$ cat src/rtl/irq_pkg.sv
// Shared definitions for the interrupt arbiter: register offsets, FSM states, VEC layout.
// No logic and no latency; imported by the arbiter, its sub-modules and benches.
package irq_pkg;

  localparam logic [1:0] REG_MASK = 2'd0;
  localparam logic [1:0] REG_EDGE = 2'd1;
  localparam logic [1:0] REG_PEND = 2'd2;
  localparam logic [1:0] REG_VEC  = 2'd3;

  typedef enum logic [1:0] {
    S_IDLE = 2'b00,
    S_REQ  = 2'b01,
    S_SVC  = 2'b10
  } state_t;

  localparam int VEC_VALID_BIT = 31;
  localparam int ID_W          = 6;

  function automatic logic [31:0] pack_vec(input logic valid, input logic [ID_W-1:0] id);
    logic [31:0] v;
    v                = '0;
    v[VEC_VALID_BIT] = valid;
    v[ID_W-1:0]      = id;
    return v;
  endfunction

endpackage

$ cat src/rtl/irq_arbiter_if.sv
// Peripheral-bus register port plus interrupt source/CPU handshake lines of the arbiter.
// Single-cycle bus (no wait states); int_ack/int_done are one-cycle pulses from the CPU.
interface irq_arbiter_if #(
  parameter int N_SRC = 6
);
  logic [31:2]      Addr;
  logic             WE;
  logic [31:0]      Din;
  logic [31:0]      Dout;
  logic [N_SRC-1:0] irq_src;
  logic             int_ack;
  logic             int_done;
  logic             IRQ;

  modport master (
    output Addr, WE, Din, irq_src, int_ack, int_done,
    input  Dout, IRQ
  );

  modport slave (
    input  Addr, WE, Din, irq_src, int_ack, int_done,
    output Dout, IRQ
  );
endinterface

$ cat src/rtl/prio_enc.sv
// Fixed-priority encoder: reports whether any bit is set and the lowest set index.
// Purely combinational, zero latency, no backpressure.
module prio_enc #(
  parameter int N = 6,
  parameter int W = (N > 1) ? $clog2(N) : 1
) (
  input  logic [N-1:0] req,
  output logic         any,
  output logic [W-1:0] idx
);

  // Scanning downward lets the lowest set bit overwrite the result last.
  always_comb begin
    any = |req;
    idx = '0;
    for (int i = N - 1; i >= 0; i--) begin
      if (req[i]) idx = W'(i);
    end
  end

endmodule

$ cat src/rtl/irq_arbiter.sv
// Interrupt arbiter: mask/edge/pend registers, fixed-priority pick, REQ/ack/service FSM.
// IRQ rises 2 cycles after a source change; register writes never stall the FSM.
module irq_arbiter
  import irq_pkg::*;
#(
  parameter int N_SRC = 6
) (
  input  logic           clk,
  input  logic           reset,
  irq_arbiter_if.slave   bus
);

  logic [N_SRC-1:0] mask_q;
  logic [N_SRC-1:0] edge_q;
  logic [N_SRC-1:0] pend_q;
  logic [N_SRC-1:0] src_q;
  logic [N_SRC-1:0] pend_d;
  logic [N_SRC-1:0] act;
  logic [N_SRC-1:0] rise;
  logic [N_SRC-1:0] w1c;
  logic [N_SRC-1:0] ack_clr;
  logic             any;
  logic [ID_W-1:0]  win;
  logic             take;
  logic             vec_valid;
  logic [ID_W-1:0]  vec_id;
  logic             wr_mask;
  logic             wr_edge;
  logic             wr_pend;
  logic             unused_bits;
  state_t           state;
  state_t           state_nxt;

  assign wr_mask = bus.WE && (bus.Addr[3:2] == REG_MASK);
  assign wr_edge = bus.WE && (bus.Addr[3:2] == REG_EDGE);
  assign wr_pend = bus.WE && (bus.Addr[3:2] == REG_PEND);

  assign act = pend_q & mask_q;

  prio_enc #(
    .N (N_SRC),
    .W (ID_W)
  ) u_prio (
    .req (act),
    .any (any),
    .idx (win)
  );

  assign take    = (state == S_REQ) && bus.int_ack && any;
  assign rise    = bus.irq_src & ~src_q;
  assign w1c     = wr_pend ? bus.Din[N_SRC-1:0] : '0;
  assign ack_clr = take ? (N_SRC'(1) << win) : '0;

  // Edge bits: a new rising edge beats any clear in the same cycle.
  // Level bits simply track the source and ignore W1C and ack.
  assign pend_d = (edge_q & (rise | (pend_q & ~(w1c | ack_clr))))
                | (~edge_q & bus.irq_src);

  always_comb begin
    state_nxt = state;
    unique case (state)
      S_IDLE:  if (any) state_nxt = S_REQ;
      S_REQ: begin
        if (!any)             state_nxt = S_IDLE;
        else if (bus.int_ack) state_nxt = S_SVC;
      end
      S_SVC:   if (bus.int_done) state_nxt = S_IDLE;
      default: state_nxt = S_IDLE;
    endcase
  end

  always_ff @(posedge clk or posedge reset) begin
    if (reset) state <= S_IDLE;
    else       state <= state_nxt;
  end

  always_ff @(posedge clk or posedge reset) begin
    if (reset) begin
      mask_q    <= '0;
      edge_q    <= '0;
      pend_q    <= '0;
      src_q     <= '0;
      vec_valid <= 1'b0;
      vec_id    <= '0;
    end else begin
      src_q  <= bus.irq_src;
      pend_q <= pend_d;
      if (wr_mask) mask_q <= bus.Din[N_SRC-1:0];
      if (wr_edge) edge_q <= bus.Din[N_SRC-1:0];
      if (take) begin
        vec_valid <= 1'b1;
        vec_id    <= win;
      end else if ((state == S_SVC) && bus.int_done) begin
        vec_valid <= 1'b0;
      end
    end
  end

  always_comb begin
    bus.Dout = '0;
    unique case (bus.Addr[3:2])
      REG_MASK: bus.Dout = 32'(mask_q);
      REG_EDGE: bus.Dout = 32'(edge_q);
      REG_PEND: bus.Dout = 32'(pend_q);
      REG_VEC:  bus.Dout = pack_vec(vec_valid, vec_id);
      default:  bus.Dout = '0;
    endcase
  end

  assign bus.IRQ = (state == S_REQ);

  assign unused_bits = ^{bus.Addr[31:4], bus.Din[31:N_SRC]};

endmodule

$ cat src/flat_wrapper.sv
// flat-port wrapper written by rule: the top's interface ports become plain ports
module irq_arbiter_flat import irq_pkg::*;
#(
  parameter int N_SRC = 6
)
  (clk, reset, bus_Addr, bus_WE, bus_Din, bus_irq_src, bus_int_ack, bus_int_done, bus_Dout, bus_IRQ);
  irq_arbiter_if #(.N_SRC(N_SRC)) bus_i ();
  input  logic clk;
  input  logic reset;
  input wire logic [$bits(bus_i.Addr)-1:0] bus_Addr;
  input wire logic [$bits(bus_i.WE)-1:0] bus_WE;
  input wire logic [$bits(bus_i.Din)-1:0] bus_Din;
  input wire logic [$bits(bus_i.irq_src)-1:0] bus_irq_src;
  input wire logic [$bits(bus_i.int_ack)-1:0] bus_int_ack;
  input wire logic [$bits(bus_i.int_done)-1:0] bus_int_done;
  output wire logic [$bits(bus_i.Dout)-1:0] bus_Dout;
  output wire logic [$bits(bus_i.IRQ)-1:0] bus_IRQ;
  assign bus_i.Addr = bus_Addr;
  assign bus_i.WE = bus_WE;
  assign bus_i.Din = bus_Din;
  assign bus_i.irq_src = bus_irq_src;
  assign bus_i.int_ack = bus_int_ack;
  assign bus_i.int_done = bus_int_done;
  assign bus_Dout = bus_i.Dout;
  assign bus_IRQ = bus_i.IRQ;
  irq_arbiter #(.N_SRC(N_SRC)) u_core (.clk(clk), .reset(reset), .bus(bus_i));
endmodule
$ cat config.mk
export PLATFORM = sky130hd
export DESIGN_NAME = irq_arbiter_flat
export DESIGN_NICKNAME = d
export VERILOG_FILES = /design/src/rtl/irq_pkg.sv /design/src/rtl/irq_arbiter_if.sv /design/src/rtl/prio_enc.sv /design/src/rtl/irq_arbiter.sv /design/src/flat_wrapper.sv
export SDC_FILE = /design/constraint.sdc
export NUM_CORES = 1
export LEC_CHECK = 0
export ABC_AREA = 0
export CAP_MARGIN = 25
export CORE_MARGIN = 5
export CORE_UTILIZATION = 34
export DETAILED_ROUTE_END_ITERATION = 10
export HOLD_SLACK_MARGIN = 0.03
export PLACE_DENSITY = 0.77
export SYNTH_ARGS = -nofsm -noshare
export SYNTH_HDL_FRONTEND = slang
export SYNTH_HIERARCHICAL = 1
export SYNTH_SLANG_ARGS = --single-unit
$ cat constraint.sdc
create_clock -name clk -period 1.9 [get_ports clk]
set_input_delay 0.19 -clock clk [delete_from_list [all_inputs] [get_ports clk]]
set_output_delay 0.19 -clock clk [all_outputs]
set_load 0.005 [all_outputs]
# Word level (Yosys, flattened, before mapping)

Cells that the tools add are included.

Reductions and logical operators: 11
Eq/ne operators: 8
Bitwise gates (word level): 11
Shifts and indexed selects: 1
Mux-type cells: 16

Operators with widths:

| kind                | number |
|---|---|
| $pmux 32 s4         | 1 |
| $mux 6              | 7 |
| $and 6x6->6         | 5 |
| $not 6->6           | 3 |
| $or 6x6->6          | 3 |
| $mux 2              | 4 |
| $eq 2x2->1 const B  | 3 |
| $logic_and 1x1->1   | 6 |
| $pmux 2 s3          | 1 |
| $reduce_or 6->1     | 1 |
| $shl 1x6->6 const A | 1 |
| $eq 2x1->1 const B  | 2 |
| $logic_not 2->1     | 2 |
| $mux 3              | 1 |
| $ne 3x3->1 const B  | 1 |
| $reduce_and 3->1    | 1 |
| $mux 1              | 2 |
| $ne 2x1->1 const B  | 1 |
| $ne 2x2->1 const B  | 1 |
| $reduce_bool 2->1   | 1 |

Bits of input ports: 73
Flip-flop bits (word level): 33

# Depth between registers and ports, before layout

Depth after elaboration: 15
Mapped depth: 7
Depth with buffers taken out: 6

# By module

The synthesis kept the hierarchy.

By module, submodules not included:

| module      | instances | area each (um2) | cells an instance |
|---|---|---|---|
| irq_arbiter | 1         | 1,709.1         | 151 |
| prio_enc    | 1         | 78.8            | 14 |

# Worst setup path before layout

OpenSTA, ideal clock, no wires.

Path type: register -> register
Start: register u_core.pend_q[0]
End: register u_core.pend_q[2]
Setup time: 0.065 ns
Path buffers: 1
Data required time: 1.835 ns
Cell stages (with the launch flop): 8
Data arrival time: 2.018 ns
Period minus slack after synthesis: 2.083 ns
Setup slack: -0.183 ns
Cells stage by stage: dfrtp_1 and2_1 or4_1 or3_1 nand4b_1 clkbuf_1 or4_1 a22o_1

Word-level cells in the longest chain between the ends: 10
Elaborated cells on any way between the ends: 12
Classes of those cells: shift (1); mux (2); bitwise (7); reduce/logical (2)

RTL lines:

| what                   | line              | RTL |
|---|---|---|
| start, declared        | irq_arbiter.sv:15 | `logic [N_SRC-1:0] pend_q;` |
| start signal, assigned | irq_arbiter.sv:87 | `pend_q <= pend_d;` |
| $and 6x6->6            | irq_arbiter.sv:38 | `assign act = pend_q & mask_q;` |
| via u_core.act[0]      | irq_arbiter.sv:18 | `logic [N_SRC-1:0] act;` |
| $reduce_or 6->1        | prio_enc.sv:14    | `any = \|req;` |
| via u_core.any         | irq_arbiter.sv:22 | `logic any;` |
| $logic_and 1x1->1      | irq_arbiter.sv:49 | `assign take = (state == S_REQ) && bus.int_ack && any;` |
| $mux 6                 | irq_arbiter.sv:52 | `assign ack_clr = take ? (N_SRC'(1) << win) : '0;` |
| $or 6x6->6             | irq_arbiter.sv:56 | `assign pend_d = (edge_q & (rise \| (pend_q & ~(w1c \| ack_clr))))` |
| $not 6->6              | irq_arbiter.sv:56 |  |
| $and 6x6->6            | irq_arbiter.sv:56 |  |
| $or 6x6->6             | irq_arbiter.sv:56 |  |
| $and 6x6->6            | irq_arbiter.sv:56 |  |
| $or 6x6->6             | irq_arbiter.sv:57 | `\| (~edge_q & bus.irq_src);` |
| via u_core.pend_d[2]   | irq_arbiter.sv:17 | `logic [N_SRC-1:0] pend_d;` |

The timed path passes the listed nets, and every way through them passes these cells.
A chain may end at the register's enable or synchronous reset.

# Worst setup path in the final report

Start: register u_core.mask_q[0]
End: register u_core.pend_q[3]

Word-level cells in the longest chain between the ends: 10
Elaborated cells on any way between the ends: 12
Classes of those cells: shift (1); mux (2); bitwise (7); reduce/logical (2)

RTL lines:

| what                   | line              | RTL |
|---|---|---|
| start, declared        | irq_arbiter.sv:13 | `logic [N_SRC-1:0] mask_q;` |
| start signal, assigned | irq_arbiter.sv:88 | `if (wr_mask) mask_q <= bus.Din[N_SRC-1:0];` |
| $and 6x6->6            | irq_arbiter.sv:38 |  |
| via u_core.act[0]      | irq_arbiter.sv:18 |  |
| $mux 6                 | prio_enc.sv:17    | `if (req[i]) idx = W'(i);` |
| via u_core.win[1]      | irq_arbiter.sv:23 | `logic [ID_W-1:0] win;` |
| $shl 1x6->6            | irq_arbiter.sv:52 |  |
| $mux 6                 | irq_arbiter.sv:52 |  |
| $or 6x6->6             | irq_arbiter.sv:56 |  |
| $not 6->6              | irq_arbiter.sv:56 |  |
| $and 6x6->6            | irq_arbiter.sv:56 |  |
| $or 6x6->6             | irq_arbiter.sv:56 |  |
| $and 6x6->6            | irq_arbiter.sv:56 |  |
| $or 6x6->6             | irq_arbiter.sv:57 |  |
| via u_core.pend_d[3]   | irq_arbiter.sv:17 |  |

The timed path passes the listed nets, and every way through them passes these cells.

==> summary.md <==
| Metric | Value |
|---|---|
| Clk root buf | clkbuf_8 |
| Gpl congestion | 0.839 |
| Fin Hold WS | 303 ps |
| Inst Count DP | 274 |
| Starting density of the core | around a third |
| Multi-input logic area | ~880 sq um |
| Internal Power | 0.00165 W |
| Starting DRC count in detailed routing | 56 |
| Fin cells | 289 |
| Violated checks | negative setup slack |
| Boundary pin count | 106 |
| Clock Power Share | between 20 and 25% |
| Syn Area/Cell | 10.8 sq um |
| # clock sinks | 33 |
| R2r worst-path depth | 5 |
| Total GRT Usage | 12.6% |
| Fin crit share | 111% |
| Post-CTS Hold Buffers | 0 |
| Drt total wl | between 3 and 4 mm |
| Yosys Warn Count | 6 |
| Setup TNS | -1450 ps |
| Setup Skew | 6.88 ps |
| Switching Fraction | 30.4% |
| Post-route DRC | 0 |
| PnR worst setup slack | -202 ps |
| Global route overflow | 0 |
| Later-pin clock latency in the skew report | 280 ps |
| Synth top area cells | dfrtp_1 (46%), buf_4 (12%), mux2_2 (7.6%) |
| Async set or reset register ratio after synthesis | 100% |
| Static Leak | 1.10 nW |
| Post-detail-place hpwl | 2.91 mm |
| CP Max Fanout | 3 |
| Via Count | about 1300 |
| Seq cells post-synth | 33 |
| Count leader, synth | dfrtp_1 |
| PortBufs | 26 |
| Placed cell area | 0.00218 sq mm |
| N_diodes | 0 |
| Min cycle time layout | 2100 ps |
| Bufs on Longest Clock Path | 2 |
| Row count | 26 |
| Clock Pin Slew Worst Setup and Hold Paths | 60 ps |
| Inserted Clock Buffers | 5 |
| First-pass GRT wire length | 6.22 mm |
| Distinct cells, synth | 32 |
| Gate Count Post-Synth | 165 |
| Via-per-instance ratio | approximately 4.6 |
| Post-Synthesis Cell Area | around 0.0018 sq mm |
| Chip height | around 83 um |
| Area of the die | 0.00681 sq mm |
| Final hold violations | 0 |
| Layout area overhead | 33.3% |
| Peak Freq | about 0.48 GHz |
| CP Class | reg -> reg |
| Pin count of the biggest net entering global routing | 34 |
| # fillers | 499 |
| IR Drop Worst-Case VDD | approximately 0.6 mV |
| CORE AREA | 0.00511 sq mm |
| Post-route antenna net violation count | 0 |
| Initial antenna violation count | 0 |
| Final design area excluding fillers | 0.00238 sq mm |
| DRT Pass-1 Iters | 4 |
| Gate power share | 37.7% |
| Sw Pwr | 0.000720 W |
| Nets | 293 |
| Count of final setup violators | 13 |
| Vias in the first global route | 1335 |
| Share of layout cells above drive strength 1 | 32.9% |
| Crit path DAT | 2270 ps |
| Worst Hold Class | in -> async |
| Flop pwr share | a little over two fifths |
| Outcome | finished, violations left |
| Synth top cells by count | dfrtp_1 (33), buf_4 (28), nand2_1 (26) |
| Storage element area | roughly 830 sq um |
| Req. time, crit path | 2070 ps |
| Die Wd | 82.5 um |
| Highest-delay cell along the critical path | or4b_4 |
| Most used DFF post-synth | dfrtp_1 |
| CP Capture Type | flip-flop |
| Largest area contributor in the netlist | dfrtp_1 |
| Crit start category | flip-flop |
| Sequential-to-total area share from yosys stat | 46.2% |
| Slew Viols, Final | 0 |
| CTS tree | done |
| Power Total | around 0.0024 W |
| Cell Pwr Density | ~990 mW/mm^2 |
| Post-synth EDFFs | 0 |
| Top-area cell type share of the netlist area | roughly 46% |
| Worst path max stage delay | 490 ps |
| Worst-path cell chain | and2_4 -> nor3_4 -> or4b_4 -> or4b_1 -> a22o_1 |
| Wire per inst | 13.8 um |
| # Max-Cap Violations | 0 |
| RSZ-0062 raised after global routing | yes |
| Number of H-tree levels | 2 |
==> cell type report <==
type | instances | share of cell area, %
Clock buffer | 5 | 2.89
Clock inverter | 1 | 0.210
Inverter | 4 | 0.630
Multi-Input combinational cell | 122 | 36.9
Sequential cell | 33 | 34.6
Tap cell | 70 | 3.67
Timing Repair Buffer | 54 | 21.1
==> cells in the final DEF (no fill, tap or decap), drive strengths merged <==
master	synthesis	final
a211oi	1	1
a21boi	1	1
a21oi	5	5
a221oi	1	1
a22o	5	5
a41o	1	1
and2	6	6
and3	1	1
and3b	1	1
and4b	1	1
buf	29	28
clkbuf	3	5
clkdlybuf4s50	0	20
clkinv	0	1
conb	2	28
dfrtp	33	33
dlygate4sd2	0	6
inv	4	4
mux2	12	12
mux4	6	6
nand2	26	26
nand2b	2	2
nand3b	1	1
nand4	1	1
nand4b	4	4
nor2	7	7
nor2b	1	1
nor3	1	1
nor3b	1	1
nor4	1	1
o21ai	2	2
or3	1	1
or4	2	2
or4b	3	3
==> what timing repair did <==
item | in CTS | in global routing
resized for setup | 13 | 15
endpoints found under the setup margin | 20 | 14
pin swaps | 7 | 11
buffers inserted | 8 | 1
==> flip-flops by register name, indices dropped and copies added (netlist names) <==
name,flops
u_core/edge_q,6
u_core/mask_q,6
u_core/pend_q,6
u_core/src_q,6
u_core/state,2
u_core/vec_id,6
u_core/vec_valid,1
==> routing by layer <==
layer | routed length (um) | up-vias | global-route usage, %
met5 | 0 | - | 0
met3 | 315 | 6 | 4.99
li1 | - | 630 | -
met4 | 53 | 0 | 5.72
met1 | 1640 | 657 | 14.2
met2 | 1980 | 37 | 20.8
==> stage by stage <==
stage	setup WS, ps	utilization, %
finish	-202	46.7
global route	-266	46.7
CTS	-209	45.6
detailed placement	-326	42.7
global placement	-250	42.7
floorplan	-127	-
==> power groups by stage <==
stage	Combinational, W	Clock [W]	Sequential (W)
global placement	0.000752	0	0.000993
finish	0.000892	0.000475	0.00100
global route	0.000989	0.000527	0.00102
CTS	0.000834	0.000493	0.000987
detailed placement	0.000767	0	0.00100
floorplan	0.000490	0	0.000964
==> kinds of logic (layout without fill, tap and decap cells) <==
group | after synthesis | count (layout) | synth area share, %
DFF | 33 | 33 | 46.2
buffers and inverters | 36 | 64 | 13.5
muxes | 18 | 18 | 15.1
AOI/OAI and AO/OA | 16 | 16 | 6.30
other | 2 | 28 | 0.420
and+or+nand+nor | 60 | 60 | 18.5
==> worst max-delay path, delay by kind of cell (launching register included) <==
family / cells / cell delay, ps
DFF: 1 / 380
and+or+nand+nor: 4 / 1380
AOI/OAI and AO/OA: 1 / 230
==> path summary, 6_finish.rpt <==
check                                             start                            to  slack [ps]
setup / recovery           u_core/mask_q[0]$_DFFE_PP0P_    u_core/pend_q[3]$_DFF_PP0_        -200
hold / removal                                    reset    u_core/pend_q[3]$_DFF_PP0_         300
setup reg to reg           u_core/mask_q[0]$_DFFE_PP0P_    u_core/pend_q[3]$_DFF_PP0_        -200
hold reg to reg            u_core/vec_id[4]$_DFFE_PP0P_  u_core/vec_id[4]$_DFFE_PP0P_         480
max in group asynchronous                         reset   u_core/state[1]$_DFFE_PP0P_        1290
min in group clk                         bus_irq_src[5]     u_core/src_q[5]$_DFF_PP0_         370
Power figures use the tool's default switching activity.
